`src/rtl/regfile_wb_arbiter.sv`:
```
// Regfile writeback arbiter: merges ALU results with a queued LSU result stream
// into one registered write per cycle and tracks pending writes per register.
module regfile_wb_arbiter #(
    parameter int WIDTH      = 32,
    parameter int DEPTH      = 32,
    parameter int FIFO_DEPTH = 4
) (
    input  logic                          clk,
    input  logic                          rst,
    input  logic                          iss_valid,
    input  logic [$clog2(DEPTH)-1:0]      iss_rd,
    input  logic                          alu_valid,
    input  logic [$clog2(DEPTH)-1:0]      alu_rd,
    input  logic [WIDTH-1:0]              alu_data,
    output logic                          alu_ready,
    input  logic                          mem_valid,
    input  logic [$clog2(DEPTH)-1:0]      mem_rd,
    input  logic [WIDTH-1:0]              mem_data,
    output logic                          mem_ready,
    output logic                          REGWRITE,
    output logic [$clog2(DEPTH)-1:0]      ADR_WR_REG,
    output logic [WIDTH-1:0]              WR_DATA,
    output logic [DEPTH-1:0]              busy,
    output logic [$clog2(FIFO_DEPTH):0]   fifo_count
);
    localparam int AW = $clog2(DEPTH);
    localparam int PW = $clog2(FIFO_DEPTH);
    localparam int CW = PW + 1;
    localparam logic [CW-1:0] FULL_CNT = CW'(FIFO_DEPTH);

    logic [AW-1:0]    fifo_rd_q   [FIFO_DEPTH];
    logic [WIDTH-1:0] fifo_data_q [FIFO_DEPTH];
    logic [PW-1:0]    wr_ptr_q, rd_ptr_q;
    logic [CW-1:0]    count_q, count_d;

    logic             regwrite_q;
    logic [AW-1:0]    adr_q;
    logic [WIDTH-1:0] data_q;
    logic [DEPTH-1:0] busy_q, busy_d;

    logic             full, empty, push, pop, sel_valid;
    logic [AW-1:0]    sel_rd;
    logic [WIDTH-1:0] sel_data;

    assign full      = (count_q == FULL_CNT);
    assign empty     = (count_q == '0);
    assign mem_ready = !full;
    assign alu_ready = !full;
    assign push      = mem_valid && !full;

    // A full queue preempts the ALU so LSU results can always drain.
    always_comb begin
        pop       = 1'b0;
        sel_valid = 1'b0;
        sel_rd    = adr_q;
        sel_data  = data_q;
        if (full || (!alu_valid && !empty)) begin
            pop       = 1'b1;
            sel_valid = 1'b1;
            sel_rd    = fifo_rd_q[rd_ptr_q];
            sel_data  = fifo_data_q[rd_ptr_q];
        end else if (alu_valid) begin
            sel_valid = 1'b1;
            sel_rd    = alu_rd;
            sel_data  = alu_data;
        end
    end

    always_comb begin
        count_d = count_q;
        if (push && !pop)
            count_d = count_q + CW'(1);
        else if (pop && !push)
            count_d = count_q - CW'(1);
    end

    // Set is applied after clear so a same-edge reissue keeps the register busy.
    always_comb begin
        busy_d = busy_q;
        if (sel_valid && sel_rd != '0)
            busy_d[sel_rd] = 1'b0;
        if (iss_valid && iss_rd != '0)
            busy_d[iss_rd] = 1'b1;
        busy_d[0] = 1'b0;
    end

    always_ff @(posedge clk) begin
        if (push) begin
            fifo_rd_q[wr_ptr_q]   <= mem_rd;
            fifo_data_q[wr_ptr_q] <= mem_data;
        end
    end

    always_ff @(posedge clk) begin
        if (rst) begin
            wr_ptr_q   <= '0;
            rd_ptr_q   <= '0;
            count_q    <= '0;
            regwrite_q <= 1'b0;
            adr_q      <= '0;
            data_q     <= '0;
            busy_q     <= '0;
        end else begin
            if (push)
                wr_ptr_q <= wr_ptr_q + PW'(1);
            if (pop)
                rd_ptr_q <= rd_ptr_q + PW'(1);
            count_q    <= count_d;
            regwrite_q <= sel_valid && (sel_rd != '0);
            if (sel_valid) begin
                adr_q  <= sel_rd;
                data_q <= sel_data;
            end
            busy_q <= busy_d;
        end
    end

    assign REGWRITE   = regwrite_q;
    assign ADR_WR_REG = adr_q;
    assign WR_DATA    = data_q;
    assign busy       = busy_q;
    assign fifo_count = count_q;
endmodule

```
`config.mk`:
```
export PLATFORM = sky130hd
export DESIGN_NAME = regfile_wb_arbiter
export DESIGN_NICKNAME = d
export VERILOG_FILES = /design/src/rtl/regfile_wb_arbiter.sv
export SDC_FILE = /design/constraint.sdc
export NUM_CORES = 1
export LEC_CHECK = 0
export CAP_MARGIN = 20
export CORE_ASPECT_RATIO = 0.9
export CORE_UTILIZATION = 49
export CTS_BUF_LIST = sky130_fd_sc_hd__clkbuf_8
export CTS_CLUSTER_DIAMETER = 30
export DETAILED_ROUTE_END_ITERATION = 8
export GPL_ROUTABILITY_DRIVEN = 0
export PLACE_DENSITY_LB_ADDON = 0.12
export SKIP_CTS_REPAIR_TIMING = 1
export SLEW_MARGIN = 20
export SYNTH_ARGS = -nofsm -noshare
export SYNTH_HDL_FRONTEND = slang
export SYNTH_SLANG_ARGS = --single-unit
```
`constraint.sdc`:
```
create_clock -name clk -period 2.71 [get_ports clk]
set_input_delay 0.4065 -clock clk [delete_from_list [all_inputs] [get_ports clk]]
set_output_delay 0.4065 -clock clk [all_outputs]
set_load 0.05 [all_outputs]
```
==> impl_metrics.csv, run 1 <==
group,metric,value,unit
detailed_routing,wl_per_cell,18.8,µm
power,netSwitchingFraction,0.351,
critical_path,crit_required,2.30,ns
power,p_switching,4.21,mW
timing,fin_setup_tns,0,ns
detailed_routing,drt_iter0_markers,448,
timing,whs,0.415,ns
detailed_routing,drtAntennaViolNets,0,
cts,insertion_delay,0.54,ns
floorplanning,die_x,145,µm
logic_synthesis,synth_warnings,0,
detailed_routing,vias_per_cell,5.59,
power,irDropWorstVdd,0.715,mV
logic_synthesis,synth.most_common_cell,"edfxtp_1",
logic_synthesis,synth_seq_cells,226,
power,pwr-share-clk,0.288,
global_route,overflow,0,
cts,cts_tree,"yes",
power,p_total,12.0,mW
floorplanning,die_area,19100,µm²
logic_synthesis,synth_nets,734,
logic_synthesis,yosysSeqAreaShare,0.661,
detailed_routing,drcViolationCount,0,
timing,finalCritPeriodShare,0.938,
detailed_routing,dr.pass1.iters,5,
final_layout,seqCellArea,6020,µm²
cts,htreeDepth,2,
timing,worst_clock_skew,0.0297,ns
logic_synthesis,syn_area,9080,µm²
logic_synthesis,synthArstFlopShare,0,
floorplanning,pin_count,159,
timing,finalSetupViolations,0,
logic_synthesis,syn_area_per_cell,14.1,µm²
logic_synthesis,synth_top_area_frac,0.489,
power,power_frac_seq,0.374,
placed_design,place_area,11000,µm²
timing,maxSlewHeadroom,0.538,
cts,clk_pin_slew,0.05,ns
worst_hold_path,min_path_type,"primary input to flop",
placed_design,portBuffers,157,
critical_path,critPathMaxFanout,11,
logic_synthesis,synth_edf_count,148,
cts,cts.sinks,226,
run,maxCapViolCount,0,
detailed_routing,routed_wl,20600,µm
global_route,grt_pass1_vias,6322,
timing,final_hold_viol_count,0,
critical_path,worstPathArrival,2.14,ns
final_layout,syn_to_final_growth,31.1,%
critical_path,path_class,"flop to output pin",
timing,final.min_clock_period,2.54,ns
final_layout,final_cell_area,11900,µm²
timing,final-max-slew-violation-count,0,
critical_path,endpoint_kind,"output pin",
cts,cts-root-buf,"clkbuf_8",
power,combPwrFrac,0.338,
final_layout,drive_gt1_frac,0.168,
logic_synthesis,synth.top_cells.by_count,"148 x edfxtp_1, 91 x nor2_1, 78 x dfxtp_1, 51 x a211oi_1, 37 x mux4_2",
critical_path,worstSetupStartpointType,"flop",
timing,fin_ws,0.168,ns
final_layout,multi_input_area,2890,µm²
cts,cts_buffer_depth,3,
power,cellPowerDensity,1010,nW/µm²
floorplanning,start_util,0.507,
floorplanning,fp-row-count,46,
outcome,outcome,"complete, no violations",
logic_synthesis,ys_top_cells_by_area,"edfxtp_1 49%, dfxtp_1 17%, mux4_2 9.2%",
global_route,grt_pass1_wl,33000,µm
timing,rsz0062_at_grt,"no",
floorplanning,die_h,131,µm
final_layout,fillCellCount,1292,
logic_synthesis,ys.flop_type,"edfxtp_1",
power,leakagePower,4.12,nW
final_layout,fin_nets,913,
final_layout,post-route-util,0.665,
timing,max_freq,393,MHz
logic_synthesis,syn_inst,644,
placed_design,dp_cells,1017,
power,p_int,7.78,mW
final_layout,diodes,0,
logic_synthesis,yosys.area.top_type,"edfxtp_1",
logic_synthesis,synth.distinct_cells,49,
detailed_routing,vias,6140,
final_layout,fin_cells,1098,
placed_design,pre_cts_ws,0.196,ns
placed_design,hpwl,13600,µm
cts,numCtsBuffers,44,
timing,worst_pin_slew,0.693,ns
global_route,grt_max_degree,43,
global_route,track_usage,0.222,
floorplanning,core_region_area,17900,µm²
global_route,antenna_found_initial,0,
layout make-up:
cell class,count,area share
clock inverter,32,0.0216
tap,240,0.0252
sequential,226,0.505
inverter,10,0.00315
clock buffer,49,0.0566
timing repair buffer,173,0.145
multi-input combinational,368,0.242
critical path, cell delays in order (launching register included):
cell and delay, ns:
dfxtp_2 0.42, nor3b_2 0.30, inv_2 0.15, clkdlybuf4s50_1 0.73
placed cells by master (no fill, tap or decap), types with 5 or more instances in the layout:
cell type	Yosys	routed
o31ai_1	5	5
clkdlybuf4s50_1	0	155
dfxtp_1	78	73
mux4_2	37	37
a21oi_1	32	32
nor2_1	91	90
nand2b_1	5	5
clkbuf_8	0	49
nor3_1	16	15
edfxtp_1	148	148
nand3_1	9	9
buf_4	2	12
mux2i_1	35	35
o21ai_0	9	9
ha_1	5	5
clkinv_2	0	14
a211oi_1	51	51
nand2_1	18	18
inv_1	9	16
sequential cells by signal, summed over array words and instances, names as in the netlist, named ones only:
register and cells:
fifo_count 3, ADR_WR_REG 5, rd_ptr_q 2, fifo_rd_q 20, wr_ptr_q 2, fifo_data_q 128, busy 31, WR_DATA 32
REGWRITE 1
path summary, 6_finish.rpt:
kind                              startpoint                  end  slack, ns  cells after the start
setup / recovery  fifo_count[2]$_SDFFE_PP0P_            mem_ready       0.17                      3
hold / removal                           rst                 flop       0.42                      2
setup reg to reg                        flop  busy[31]$_SDFF_PP0_       0.19                      6
hold reg to reg           busy[4]$_SDFF_PP0_   busy[4]$_SDFF_PP0_       0.48                      2
logic make-up after synthesis:
logic type | count (synthesis) | synth area share
buffers and inverters | 50 | 0.0226
xor gates and xnor gates | 5 | 0.00482
adders and majority gates | 6 | 0.00909
other | 1 | 0.000413
and+or+nand+nor | 162 | 0.0796
DFF | 226 | 0.661
AOI/OAI and AO/OA | 121 | 0.0904
muxes | 73 | 0.132
power groups by stage:
stage / registers [mW] / logic (mW) / clock network (mW)
after floorplan: 5.34 / 1.92 / 0
after global placement: 4.51 / 3.97 / 0
after detailed placement: 4.54 / 4.03 / 0
after CTS: 4.48 / 4.06 / 3.53
after global routing: 4.53 / 4.31 / 3.70
final: 4.48 / 4.05 / 3.46
metal layers:
| layer | wire length (µm) | GRT usage | vias to the layer above |
|---|---|---|---|
| li1 | - | - | 2846 |
| met1 | 8850 | 0.291 | 2992 |
| met2 | 9800 | 0.363 | 267 |
| met3 | 1540 | 0.0521 | 35 |
| met4 | 397 | 0.0819 | 0 |
| met5 | 0 | 0 | - |
Power figures use the tool's default switching activity.
==> inputs of run 2 (changes only) <==
- CTS_CLUSTER_DIAMETER: 30 -> 100
- TNS_END_PERCENT: not set -> 30
==> impl_metrics.csv, run 2 (synthesized netlist as in run 1, its figures left out) <==
group,metric,value,unit
outcome,outcome,"complete, no violations",
final_layout,final_cell_area,11700,µm²
final_layout,regMostFlops,"fifo_data_q",
detailed_routing,drtAntennaViolNets,0,
final_layout,fin_nets,906,
critical_path,crit_required,2.30,ns
cts,numCtsBuffers,37,
critical_path,critPathMaxFanout,11,
detailed_routing,wl_per_cell,18.8,µm
final_layout,final_common_cell,"clkdlybuf4s50_1",
global_route,grt_pass1_wl,32800,µm
final_layout,diodes,0,
floorplanning,pin_count,159,
detailed_routing,top_layer,"met4",
cts,cts-root-buf,"clkbuf_8",
cts,cts.sinks,226,
timing,worst_clock_skew,0.0256,ns
timing,finalCritPeriodShare,0.929,
detailed_routing,vias_per_cell,5.58,
timing,max_freq,397,MHz
critical_path,worstSetupStartpointType,"flop",
critical_path,path_class,"flop to output pin",
run,maxCapViolCount,0,
floorplanning,die_area,19100,µm²
placed_design,place_area,11000,µm²
floorplanning,die_x,145,µm
final_layout,mostFrequentLayoutCells,"155 x clkdlybuf4s50_1, 148 x edfxtp_1, 90 x nor2_1, 73 x dfxtp_1, 51 x a211oi_1",
detailed_routing,vias,6048,
global_route,grt_max_degree,43,
detailed_routing,routed_wl,20400,µm
critical_path,critical_path.top_delay_family,"buffers and inverters",
detailed_routing,met1_length,8970,µm
cts,insertion_delay,0.52,ns
final_layout,largest_reg_flops,128,
worst_hold_path,min_path_type,"primary input to flop",
timing,final_hold_viol_count,0,
timing,rsz0062_at_grt,"no",
worst_hold_path,whs_path_depth,2,
cts,cts_buffer_depth,3,
timing,worst_pin_slew,0.681,ns
power,leakagePower,4.03,nW
cts,clk_pin_slew,0.06,ns
global_route,grt_pass1_vias,6224,
final_layout,drive_gt1_frac,0.154,
timing,final.min_clock_period,2.52,ns
timing,maxSlewHeadroom,0.546,
detailed_routing,dr.pass1.iters,4,
power,cellPowerDensity,975,nW/µm²
final_layout,fin_cells,1084,
critical_path,endpoint_kind,"output pin",
critical_path,path_cells,"nor3b_2, inv_2, clkdlybuf4s50_1",
floorplanning,fp-row-count,46,
final_layout,syn_to_final_growth,29.2,%
cts,htreeDepth,2,
floorplanning,start_util,0.507,
power,irDropWorstVdd,0.901,mV
detailed_routing,drcViolationCount,0,
placed_design,portBuffers,157,
global_route,antenna_found_initial,0,
critical_path,cp_num_buf_inv,2,
global_route,track_usage,0.219,
cts,cts_tree,"yes",
critical_path,critPathSlowestCell,"clkdlybuf4s50_1",
critical_path,rr_worst_depth,6,
global_route,overflow,0,
detailed_routing,drt_iter0_markers,345,
critical_path,worstPathArrival,2.11,ns
detailed_routing,route.met2.wl,9550,µm
timing,finalSetupViolations,0,
power,p_total,11.4,mW
floorplanning,core_region_area,17900,µm²
floorplanning,die_h,131,µm
placed_design,dp_cells,1017,
detailed_routing,wl_met3,1440,µm
placed_design,hpwl,13600,µm
critical_path,cp_num_cells,3,
critical_path,slowest_delay,0.73,ns
timing,final-max-slew-violation-count,0,
## run 2: cell types whose count changed in the layout (fill, tap and decap cells not counted)
cell	delta
clkinv_2	-7
bufinv_16	-4
clkinvlp_4	-4
clkinv_1	+2
inv_1	-2
inv_6	+1
## run 2: final cells by class
cell class / count / area (µm²)
timing repair buffer: 173 / 1730
fill: 1315 / 6170
inverter: 10 / 37.5
sequential: 226 / 6020
multi-input combinational: 368 / 2890
tap: 240 / 300
clock inverter: 18 / 81.3
clock buffer: 49 / 674
## run 2: layer usage
metal / global-route usage / vias up
met5: 0 / -
li1: - / 2823
met2: 0.360 / 243
met4: 0.0708 / 0
met3: 0.0493 / 38
met1: 0.290 / 2944
## run 2: report_power, final
| group | internal (mW) | switching (mW) | total, mW |
|---|---|---|---|
| Sequential | 4.20 | 0.271 | 4.47 |
| Combinational | 1.51 | 2.52 | 4.03 |
| Clock | 1.62 | 1.31 | 2.93 |
## run 2: worst paths after layout
path                         startpoint  slack (ns)                  endpoint
max          fifo_count[2]$_SDFFE_PP0P_        0.19                 mem_ready
min                                 rst        0.44  rd_ptr_q[0]$_SDFFE_PP0N_
max reg2reg                        flop        0.23       busy[31]$_SDFF_PP0_
min reg2reg          busy[4]$_SDFF_PP0_        0.48        busy[4]$_SDFF_PP0_
## run 2: metrics by stage
| stage | setup TNS [ns] | hold WS, ns | setup slack, ns | utilization |
|---|---|---|---|---|
| CTS | -0.00389 | 0.405 | -0.00357 | 0.655 |
| global route | 0 | 0.452 | 0.0667 | 0.655 |
| detailed placement | 0 | 0.467 | 0.196 | 0.613 |
| global placement | 0 | 0.465 | 0.238 | 0.613 |
| finish | 0 | 0.436 | 0.193 | 0.655 |
| floorplan | 0 | 0.485 | 0.0151 | - |
==> inputs of run 3 (changes only) <==
- PLACE_DENSITY: not set -> 0.77
- PLACE_DENSITY_LB_ADDON: 0.12 -> not set
==> impl_metrics.csv, run 3 (synthesized netlist as in run 1, its figures left out) <==
group,metric,value,unit
run,maxCapViolCount,0,
critical_path,path_class,"flop to output pin",
global_route,grt_pass1_wl,32600,µm
floorplanning,core_region_area,17900,µm²
global_route,grt_pass1_vias,6360,
floorplanning,die_x,145,µm
cts,cts_tree,"yes",
global_route,track_usage,0.217,
timing,max_freq,394,MHz
placed_design,dp_cells,1017,
timing,final-max-slew-violation-count,0,
placed_design,hpwl,13600,µm
cts,cts_buffer_depth,3,
critical_path,r2r-end,"busy[20]$_SDFF_PP0_",
critical_path,worstPathArrival,2.13,ns
final_layout,diodes,0,
cts,htreeDepth,2,
worst_hold_path,min_path_type,"primary input to flop",
final_layout,mostFrequentLayoutCells,"155 x clkdlybuf4s50_1, 148 x edfxtp_1, 90 x nor2_1, 73 x dfxtp_1, 51 x a211oi_1",
detailed_routing,vias_per_cell,5.69,
final_layout,fillCellCount,1261,
final_layout,fin_nets,907,
final_layout,syn_to_final_growth,28.8,%
cts,clk_pin_slew,0.06,ns
power,cellPowerDensity,971,nW/µm²
placed_design,pre_cts_ws,0.178,ns
critical_path,endpoint_kind,"output pin",
detailed_routing,drt_iter0_markers,564,
timing,finalSetupViolations,0,
timing,final.min_clock_period,2.54,ns
global_route,antenna_found_initial,0,
cts,numCtsBuffers,38,
power,leakagePower,4.03,nW
final_layout,drive_gt1_frac,0.142,
timing,rsz0062_at_grt,"no",
global_route,overflow,0,
critical_path,critPathMaxFanout,11,
worst_hold_path,whs_path_depth,2,
cts,cts-root-buf,"clkbuf_8",
floorplanning,die_h,131,µm
critical_path,r2r_slack,0.19,ns
floorplanning,start_util,0.507,
floorplanning,pin_count,159,
timing,fin_ws,0.170,ns
final_layout,final_cell_area,11700,µm²
timing,fin_setup_tns,0,ns
placed_design,place_area,11000,µm²
power,p_total,11.3,mW
outcome,outcome,"complete, no violations",
timing,maxSlewHeadroom,0.576,
floorplanning,die_area,19100,µm²
global_route,grt_max_degree,38,
cts,cts.sinks,226,
timing,worst_clock_skew,0.0267,ns
critical_path,cp-startpoint,"fifo_count[2]$_SDFFE_PP0P_",
timing,worst_pin_slew,0.637,ns
floorplanning,fp-row-count,46,
placed_design,portBuffers,157,
final_layout,fin_cells,1085,
critical_path,rr_worst_depth,5,
critical_path,worstSetupStartpointType,"flop",
detailed_routing,vias,6170,
final_layout,final_common_cell,"clkdlybuf4s50_1",
critical_path,crit_required,2.30,ns
worst_hold_path,min_from,"rst",
detailed_routing,drcViolationCount,0,
detailed_routing,routed_wl,20600,µm
final_layout,post-route-util,0.653,
final_layout,largest_reg_flops,128,
timing,final_hold_viol_count,0,
cts,insertion_delay,0.52,ns
final_layout,regMostFlops,"fifo_data_q",
detailed_routing,dr.pass1.iters,5,
detailed_routing,wl_per_cell,19.0,µm
timing,whs,0.355,ns
detailed_routing,drtAntennaViolNets,0,
power,irDropWorstVdd,0.633,mV
timing,finalCritPeriodShare,0.937,
## run 3: cell count changes in the layout (fill, tap and decap cells not counted), sizes merged
cell and delta:
bufinv +1, clkbuf -6, clkinv -5, inv +10, clkinvlp +1
## run 3: power by group
part	switching, mW	total [mW]	leakage [nW]	internal [mW]
Combinational	2.52	4.03	1.61	1.51
Clock	1.28	2.82	0.428	1.54
Sequential	0.290	4.49	2.00	4.20
Total	4.09	11.3	4.03	7.26
## run 3: routing by layer
layer | track usage | share of wire
met5 | 0 | 0
met4 | 0.0930 | 0.028
met3 | 0.0538 | 0.085
met2 | 0.360 | 0.47
met1 | 0.271 | 0.41
## run 3: critical path, cell delays in order (launching register included)
cell and delay [ns]:
dfxtp_2 0.43, nor3b_2 0.32, inv_2 0.14, clkdlybuf4s50_1 0.72
## run 3: how the worst max path moves through the flow
stage | to | slack [ns] | cells past startpoint
after floorplan | fifo_count[2]$_SDFFE_PP0P_ | 0.02 | 12
after global placement | busy[6]$_SDFF_PP0_ | 0.22 | 6
after detailed placement | busy[6]$_SDFF_PP0_ | 0.18 | 6
after CTS | mem_ready | -0.01 | 3
after global routing | busy[20]$_SDFF_PP0_ | 0.08 | 5
final | mem_ready | 0.17 | 3
## run 3: area by class of cell
class,count,area (µm²),share of cell area
clock buffers,43,592,0.0506
clock inverters,25,126,0.0108
inverters,10,37.5,0.00321
well taps,240,300,0.0257
repair buffers,173,1730,0.148
multi-input cells,368,2890,0.247
flip-flops and latches,226,6020,0.515
